[src/rtl/conv_array_ctrl.sv]
// conv_array_ctrl: frame sequencer for the convolution unit array.
// Walks the image row-major, streams each pixel to the unit that owns the
// current row (rows dealt round-robin), arbitrates unit results onto one
// output port, and pulses done once every unit has gone idle.
module conv_array_ctrl #(
  parameter int DATA_W  = 8,
  parameter int ADDR_W  = 10,
  parameter int NUM_CAU = 4,
  parameter int IMG_N   = 16,
  parameter int IMG_M   = 16
) (
  input  logic                                        clk,
  input  logic                                        rst,
  input  logic                                        start,
  input  logic [1:0]                                  opcode,
  output logic                                        busy,
  output logic                                        done,
  output logic [ADDR_W-1:0]                           mem_addr,
  output logic                                        mem_rd_en,
  input  logic [DATA_W-1:0]                           mem_rd_data,
  output logic [NUM_CAU-1:0]                          cau_sel,
  output logic [1:0]                                  cau_opcode,
  output logic [DATA_W-1:0]                           cau_data,
  output logic                                        cau_valid,
  input  logic [NUM_CAU-1:0]                          cau_ready,
  input  logic [NUM_CAU-1:0]                          cau_busy,
  input  logic [NUM_CAU-1:0]                          cau_res_valid,
  input  logic [NUM_CAU*DATA_W-1:0]                   cau_res_data,
  output logic [NUM_CAU-1:0]                          cau_res_ack,
  output logic                                        out_valid,
  output logic [DATA_W-1:0]                           out_data,
  output logic [(NUM_CAU > 1 ? $clog2(NUM_CAU) : 1)-1:0] out_cau_id
);

  localparam int RW = (IMG_N > 1) ? $clog2(IMG_N) : 1;
  localparam int CW = (IMG_M > 1) ? $clog2(IMG_M) : 1;
  localparam int PW = (NUM_CAU > 1) ? $clog2(NUM_CAU) : 1;

  typedef enum logic [1:0] {IDLE, FETCH, SEND, DRAIN} state_t;

  state_t            state_reg, state_next;
  logic [RW-1:0]     row_reg;
  logic [CW-1:0]     col_reg;
  logic [PW-1:0]     ptr_reg;
  logic [1:0]        opcode_reg;
  logic [NUM_CAU-1:0] sel_onehot;
  logic [DATA_W-1:0] res_arr [NUM_CAU];
  logic              start_frame, xfer;
  logic              col_last, pix_last;
  logic [NUM_CAU-1:0] grant;
  logic [PW-1:0]     grant_idx;
  logic [DATA_W-1:0] grant_data;

  // Unpack per-unit result buses and decode the unit pointer to one-hot.
  for (genvar gi = 0; gi < NUM_CAU; gi++) begin : g_unit
    assign res_arr[gi]    = cau_res_data[gi*DATA_W +: DATA_W];
    assign sel_onehot[gi] = (ptr_reg == PW'(gi));
  end

  assign col_last   = (col_reg == CW'(IMG_M - 1));
  assign pix_last   = col_last && (row_reg == RW'(IMG_N - 1));
  assign busy       = (state_reg != IDLE);
  assign cau_opcode = opcode_reg;

  // FSM state register.
  always_ff @(posedge clk or posedge rst) begin
    if (rst) state_reg <= IDLE;
    else     state_reg <= state_next;
  end

  // Next state and per-state outputs; the pixel stays on the bus until accepted.
  always_comb begin
    state_next  = state_reg;
    start_frame = 1'b0;
    xfer        = 1'b0;
    done        = 1'b0;
    mem_rd_en   = 1'b0;
    mem_addr    = '0;
    cau_valid   = 1'b0;
    cau_data    = '0;
    cau_sel     = '0;
    case (state_reg)
      IDLE: begin
        if (start && (opcode != 2'b00)) begin
          start_frame = 1'b1;
          state_next  = FETCH;
        end
      end
      FETCH: begin
        mem_rd_en  = 1'b1;
        mem_addr   = ADDR_W'(row_reg) * ADDR_W'(IMG_M) + ADDR_W'(col_reg);
        state_next = SEND;
      end
      SEND: begin
        cau_valid = 1'b1;
        cau_data  = mem_rd_data;
        cau_sel   = sel_onehot;
        if ((cau_ready & sel_onehot) != '0) begin
          xfer       = 1'b1;
          state_next = pix_last ? DRAIN : FETCH;
        end
      end
      DRAIN: begin
        if ((cau_busy == '0) && (cau_res_valid == '0)) begin
          done       = 1'b1;
          state_next = IDLE;
        end
      end
      default: state_next = IDLE;
    endcase
  end

  // Row/column/unit pointer walk and frame opcode latch.
  always_ff @(posedge clk or posedge rst) begin
    if (rst) begin
      row_reg    <= '0;
      col_reg    <= '0;
      ptr_reg    <= '0;
      opcode_reg <= 2'b00;
    end else if (start_frame) begin
      row_reg    <= '0;
      col_reg    <= '0;
      ptr_reg    <= '0;
      opcode_reg <= opcode;
    end else if (xfer) begin
      if (col_last) begin
        col_reg <= '0;
        row_reg <= pix_last ? '0 : row_reg + RW'(1);
        ptr_reg <= (ptr_reg == PW'(NUM_CAU - 1)) ? '0 : ptr_reg + PW'(1);
      end else begin
        col_reg <= col_reg + CW'(1);
      end
    end
  end

  // Fixed-priority grant: scan downward so the lowest pending index wins.
  always_comb begin
    grant      = '0;
    grant_idx  = '0;
    grant_data = '0;
    for (int i = NUM_CAU - 1; i >= 0; i--) begin
      if (cau_res_valid[i]) begin
        grant      = '0;
        grant[i]   = 1'b1;
        grant_idx  = PW'(i);
        grant_data = res_arr[i];
      end
    end
  end

  assign cau_res_ack = grant;

  // Registered result port; data/id hold their last value between results.
  always_ff @(posedge clk or posedge rst) begin
    if (rst) begin
      out_valid  <= 1'b0;
      out_data   <= '0;
      out_cau_id <= '0;
    end else begin
      out_valid <= (cau_res_valid != '0);
      if (cau_res_valid != '0) begin
        out_data   <= grant_data;
        out_cau_id <= grant_idx;
      end
    end
  end

endmodule

[config.mk]
export PLATFORM = sky130hd
export DESIGN_NAME = conv_array_ctrl
export DESIGN_NICKNAME = d
export VERILOG_FILES = /design/src/rtl/conv_array_ctrl.sv
export SDC_FILE = /design/constraint.sdc
export NUM_CORES = 1
export LEC_CHECK = 0
export BUFFER_PORTS_ARGS = -buffer_cell sky130_fd_sc_hd__clkbuf_2
export CORE_UTILIZATION = 46
export DETAILED_ROUTE_END_ITERATION = 16
export GPL_ROUTABILITY_DRIVEN = 0
export PLACE_DENSITY_LB_ADDON = 0.15
export REMOVE_ABC_BUFFERS = 1
export SLEW_MARGIN = 20
export SYNTH_ARGS = -nofsm -noshare
export SYNTH_HDL_FRONTEND = slang
export SYNTH_SLANG_ARGS = --single-unit
export TNS_END_PERCENT = 20
[constraint.sdc]
create_clock -name clk -period 5.3 [get_ports clk]
set_clock_uncertainty 0.15 [all_clocks]
set_input_delay 1.59 -clock clk [delete_from_list [all_inputs] [get_ports clk]]
set_output_delay 1.59 -clock clk [all_outputs]
set_load 0.01 [all_outputs]
After elaboration in Yosys (flattened, before gate mapping):

Cells that the tools add are included.

* register bits after elaboration: 25
* word-level logic and storage cells: 78
* input port bits: 57
* output and inout bits: 43

* bitwise logic cells: 1
* mux-type cells: 39
* equal/unequal tests: 11
* reductions and logical operators: 15
* $add $sub $neg: 4

Operators by type and width (number)
* two-way mux 4 bit: 12
* two-way mux 8 bit: 5
* two-way mux 2 bit: 12
* adder 8 x 4 -> 9 bit: 1
* two-way mux 9 bit: 1
* adder 4 x 1 -> 4 bit, second input constant: 2
* equality test 2 bit, second input constant: 4
* equality test 4 bit, second input constant: 2
* logical NOT 4 bit: 2
* two-way mux 1 bit: 8
* one-hot mux 2 bit (4 select lines): 1
* nonzero test 2 bit: 4
* nonzero test 4 bit: 2
* != test 2 bit, second input constant: 3
* AND 4 bit: 1
* equality test 2 x 1 -> 1 bit, second input constant: 2
* logical NOT 2 bit: 2
* logical AND 1 bit: 3
* AND reduction 3 bit: 1
* adder 2 x 1 -> 2 bit, second input constant: 1
* AND reduction 2 bit: 1

Logic depth before layout (Yosys ltp):

* depth in word-level cells: 7
* depth in mapped cells: 6

Worst setup path before layout:

Ideal clock, no wire load.

* kind: input to output
* start: input port cau_res_valid[1]
* end: output port done
* slack: 1.014 ns
* data arrival time: 2.546 ns
* required time: 3.560 ns
* cell stages on the path: 4
* path through: clkbuf_1 > nor4_4 > nand2_1 > nor2_1

* longest elaborated chain between the ends: 4

RTL lines
* from (decl): line 27 `input logic [NUM_CAU-1:0] cau_res_valid,`
* logical NOT 4 bit: line 104 `if ((cau_busy == '0) && (cau_res_valid == '0)) begin`
* logical AND 1 bit: line 104
* two-way mux 1 bit: line 104
* two-way mux 1 bit: line 82 `case (state_reg)`
* to (decl): line 17 `output logic done,`

Every way passes these cells.

Worst setup path in the final report:

* start: input port cau_res_valid[0]
* end: output port done

The elaborated chain is that of the path after synthesis.

==> impl_metrics.ini <==
[detailed_routing]
routed_via_density = 4.96
drtPass1Iterations = 4
drcViolationCount = 0
drtAntennaViolNets = 0
via_count = 1519
drtIter0Drc = 56
wl_mm = 3.44
wl_per_cell_um = 11.2

[global_routing]
grt_pass1_wl_mm = 5.62
grt_use_total_pct = 20.3
grt_pass1_vias = 1281
antenna_found_initial = 0
overflow = 0
grt_max_degree = 26

[yosys]
syn-instance-count = 168
synth-seq-cells = 25
synth_seq_area_share_pct = 39.9
yosysWarnings = 0
synth_area_um2 = 1570
synth_cell_types = 39
avgSynthCellArea_um2 = 9.32

[floorplan]
ios = 100
die_h_um = 60.4
initial_utilization_pct = 49.7
num_rows = 20
die_w_um = 60.4
dieArea_um2 = 3640
core_um2 = 3150

[power_and_ir_drop]
worst_ir_drop_vdd_uv = 108
powerDensity_nw_per_um2 = 288
p_leak_nw = 1.10
power.total_mw = 0.607

[timing]
setup_viol = 0
rsz0062_at_grt = false
hold_viol = 0
max_slew_margin_pct = 39.7
slew_viol_final = 0
tightest_slew_ps = 904
fmax_mhz = 223
fin_setup_tns_ps = 0
period_share_pct = 84.7
post-route-min-period_ps = 4490

[clock_tree]
htreeDepth = 1
cts_sinks = 25
root_buffer = clkbuf_4
clk_pin_slew_ps = 130
clkLatencyLatePin_ps = 310
cts_hold_buf = 0
cts_buffer_depth = 2
post-cts-setup-buffers = 0
cts_buffers = 3
tritoncts = done
cts-resized-gates = 0

[flow_run]
maxCapViolCount = 0

[setup_path]
slowest_delay_ps = 330
reg2reg_from = ptr_reg[0]$_DFFE_PP0P_
crit_type = in2out
worst_ep_required_time_ps = 3560
r2r_slack_ps = 3210
path_buf_inv = 3
cp-start-kind = input port
cp_top_family = buffers and inverters
worstReg2RegEnd = row_reg[0]$_DFFE_PP0P_
slowest_stage = nor4_4
worstPathMaxFanout = 23
cp_cell_sequence = clkbuf_2, nor4_4, buf_4, nand2_1, nor2_1, clkbuf_2
cp-end-kind = output pin
arrival_ps = 2750
worstRegToRegCells = 6
cpMostUsedCell = clkbuf_2

[cells_and_area]
area_growth_pct = 34.4
nets = 326
n_fill_cell = 295
drive_above_1_share_pct = 42.4
final_core_util_pct = 66.8
largest_reg_flops = 8
diodes = 0

[hold_path]
min_path_cells = 1
hold_path_end = out_data[5]$_DFFE_PP0P_
min_path_type = reg2reg
min_from = out_data[5]$_DFFE_PP0P_

[placed_design]
dp_hpwl_mm = 2.87
port_buffers = 97

[status]
status = completed
[cells by family after synthesis]
| family | Yosys count | share of synthesized area [%] |
|---|---|---|
| DFF | 25 | 39.9 |
| AOI/OAI and AO/OA | 41 | 20.0 |
| adders and majority gates | 6 | 4.79 |
| xor gates and xnor gates | 1 | 0.559 |
| buffers and inverters | 19 | 5.35 |
| and+or+nand+nor | 68 | 24.5 |
| muxes | 7 | 4.63 |
| other | 1 | 0.239 |
[synthesized netlist by cell type]
library cell / number / share of area, %
and3_1: 1 / 0.40
and2_1: 20 / 8.0
conb_1: 1 / 0.24
a21boi_0: 1 / 0.48
inv_1: 9 / 2.2
mux2i_1: 5 / 3.2
dfrtp_1: 25 / 40
or3b_1: 1 / 0.56
clkbuf_1: 6 / 1.4
a21o_1: 1 / 0.48
nand2b_2: 1 / 0.56
nand4b_1: 1 / 0.56
buf_4: 3 / 1.4
o21bai_1: 1 / 0.48
nor2_1: 14 / 3.4
mux2_2: 2 / 1.4
a221o_1: 8 / 5.1
nor4b_2: 1 / 0.96
a21oi_2: 1 / 0.56
nor3b_1: 2 / 0.96
nor2b_1: 3 / 1.2
a21oi_1: 3 / 0.96
a2111oi_0: 1 / 0.56
nand2b_1: 1 / 0.40
buf_2: 1 / 0.32
nor3_1: 4 / 1.3
nor4_4: 1 / 1.4
nand3_1: 1 / 0.32
a22oi_1: 10 / 4.8
a211oi_4: 1 / 1.3
o211a_1: 1 / 0.64
nand2_1: 15 / 3.6
xnor2_1: 1 / 0.56
nor4_1: 1 / 0.40
a32o_1: 1 / 0.64
ha_1: 6 / 4.8
o21ai_0: 11 / 3.5
o211ai_1: 1 / 0.48
nand3_2: 1 / 0.64
[placed cells by master (no fill, tap or decap), types with 5 or more instances in the layout]
cell and instances:
a221o_1 8, a22oi_1 10, and2_1 20, clkbuf_2 97, dfrtp_1 25, ha_1 6
inv_1 9, mux2i_1 5, nand2_1 15, nor2_1 14, o21ai_0 11
[worst max path at each step]
stage                     start    to  slack, ps  cells past startpoint
3_3_place_gp   cau_res_valid[0]  done        830                      6
2_1_floorplan  cau_res_valid[0]  done       1190                      3
4_1_cts        cau_res_valid[0]  done        800                      6
3_5_place_dp   cau_res_valid[0]  done        800                      6
5_1_grt        cau_res_valid[0]  done        660                      6
6_report       cau_res_valid[0]  done        810                      6
[where the power goes]
part,total [mW],internal [mW],switching (mW),leakage (nW)
clock,0.0854,0.0288,0.0566,0.0139
combinational,0.256,0.115,0.141,0.774
sequential,0.266,0.226,0.0398,0.315
total,0.607,0.370,0.237,1.10
[metal layers]
layer,vias to the layer above,global-route usage (%),share of wire [%]
li1,776,-,-
met1,679,27.0,44
met2,62,34.2,50
met3,2,3.20,5.9
met4,0,5.98,0.55
met5,-,0,0
[cell type report]
type                            instances  area (um^2)  area share [%]
Clock buffer                            3         22.5            1.07
Clock inverter                          1         7.51           0.357
Inverter                                9         33.8            1.60
Multi-Input combinational cell        125          861            40.9
Sequential cell                        25          626            29.7
Tap cell                               44         55.1            2.61
Timing Repair Buffer                   99          500            23.8
[through the flow]
stage	area, um^2	std cells	hold WS (ps)	setup slack [ps]
global route	2110	306	401	663
floorplan	1520	159	349	1190
global placement	2080	302	348	833
detailed placement	2080	302	353	804
CTS	2110	306	384	802
finish	2110	306	381	812
[worst register-to-register path, delay by kind of cell, from the launching register on]
| kind | cells | cell delay [ps] |
|---|---|---|
| buf+inv | 1 | 100 |
| flops | 1 | 460 |
| fa+ha+maj | 1 | 160 |
| simple gates | 1 | 400 |
| compound gates | 3 | 750 |
Power figures use the tool's default switching activity.
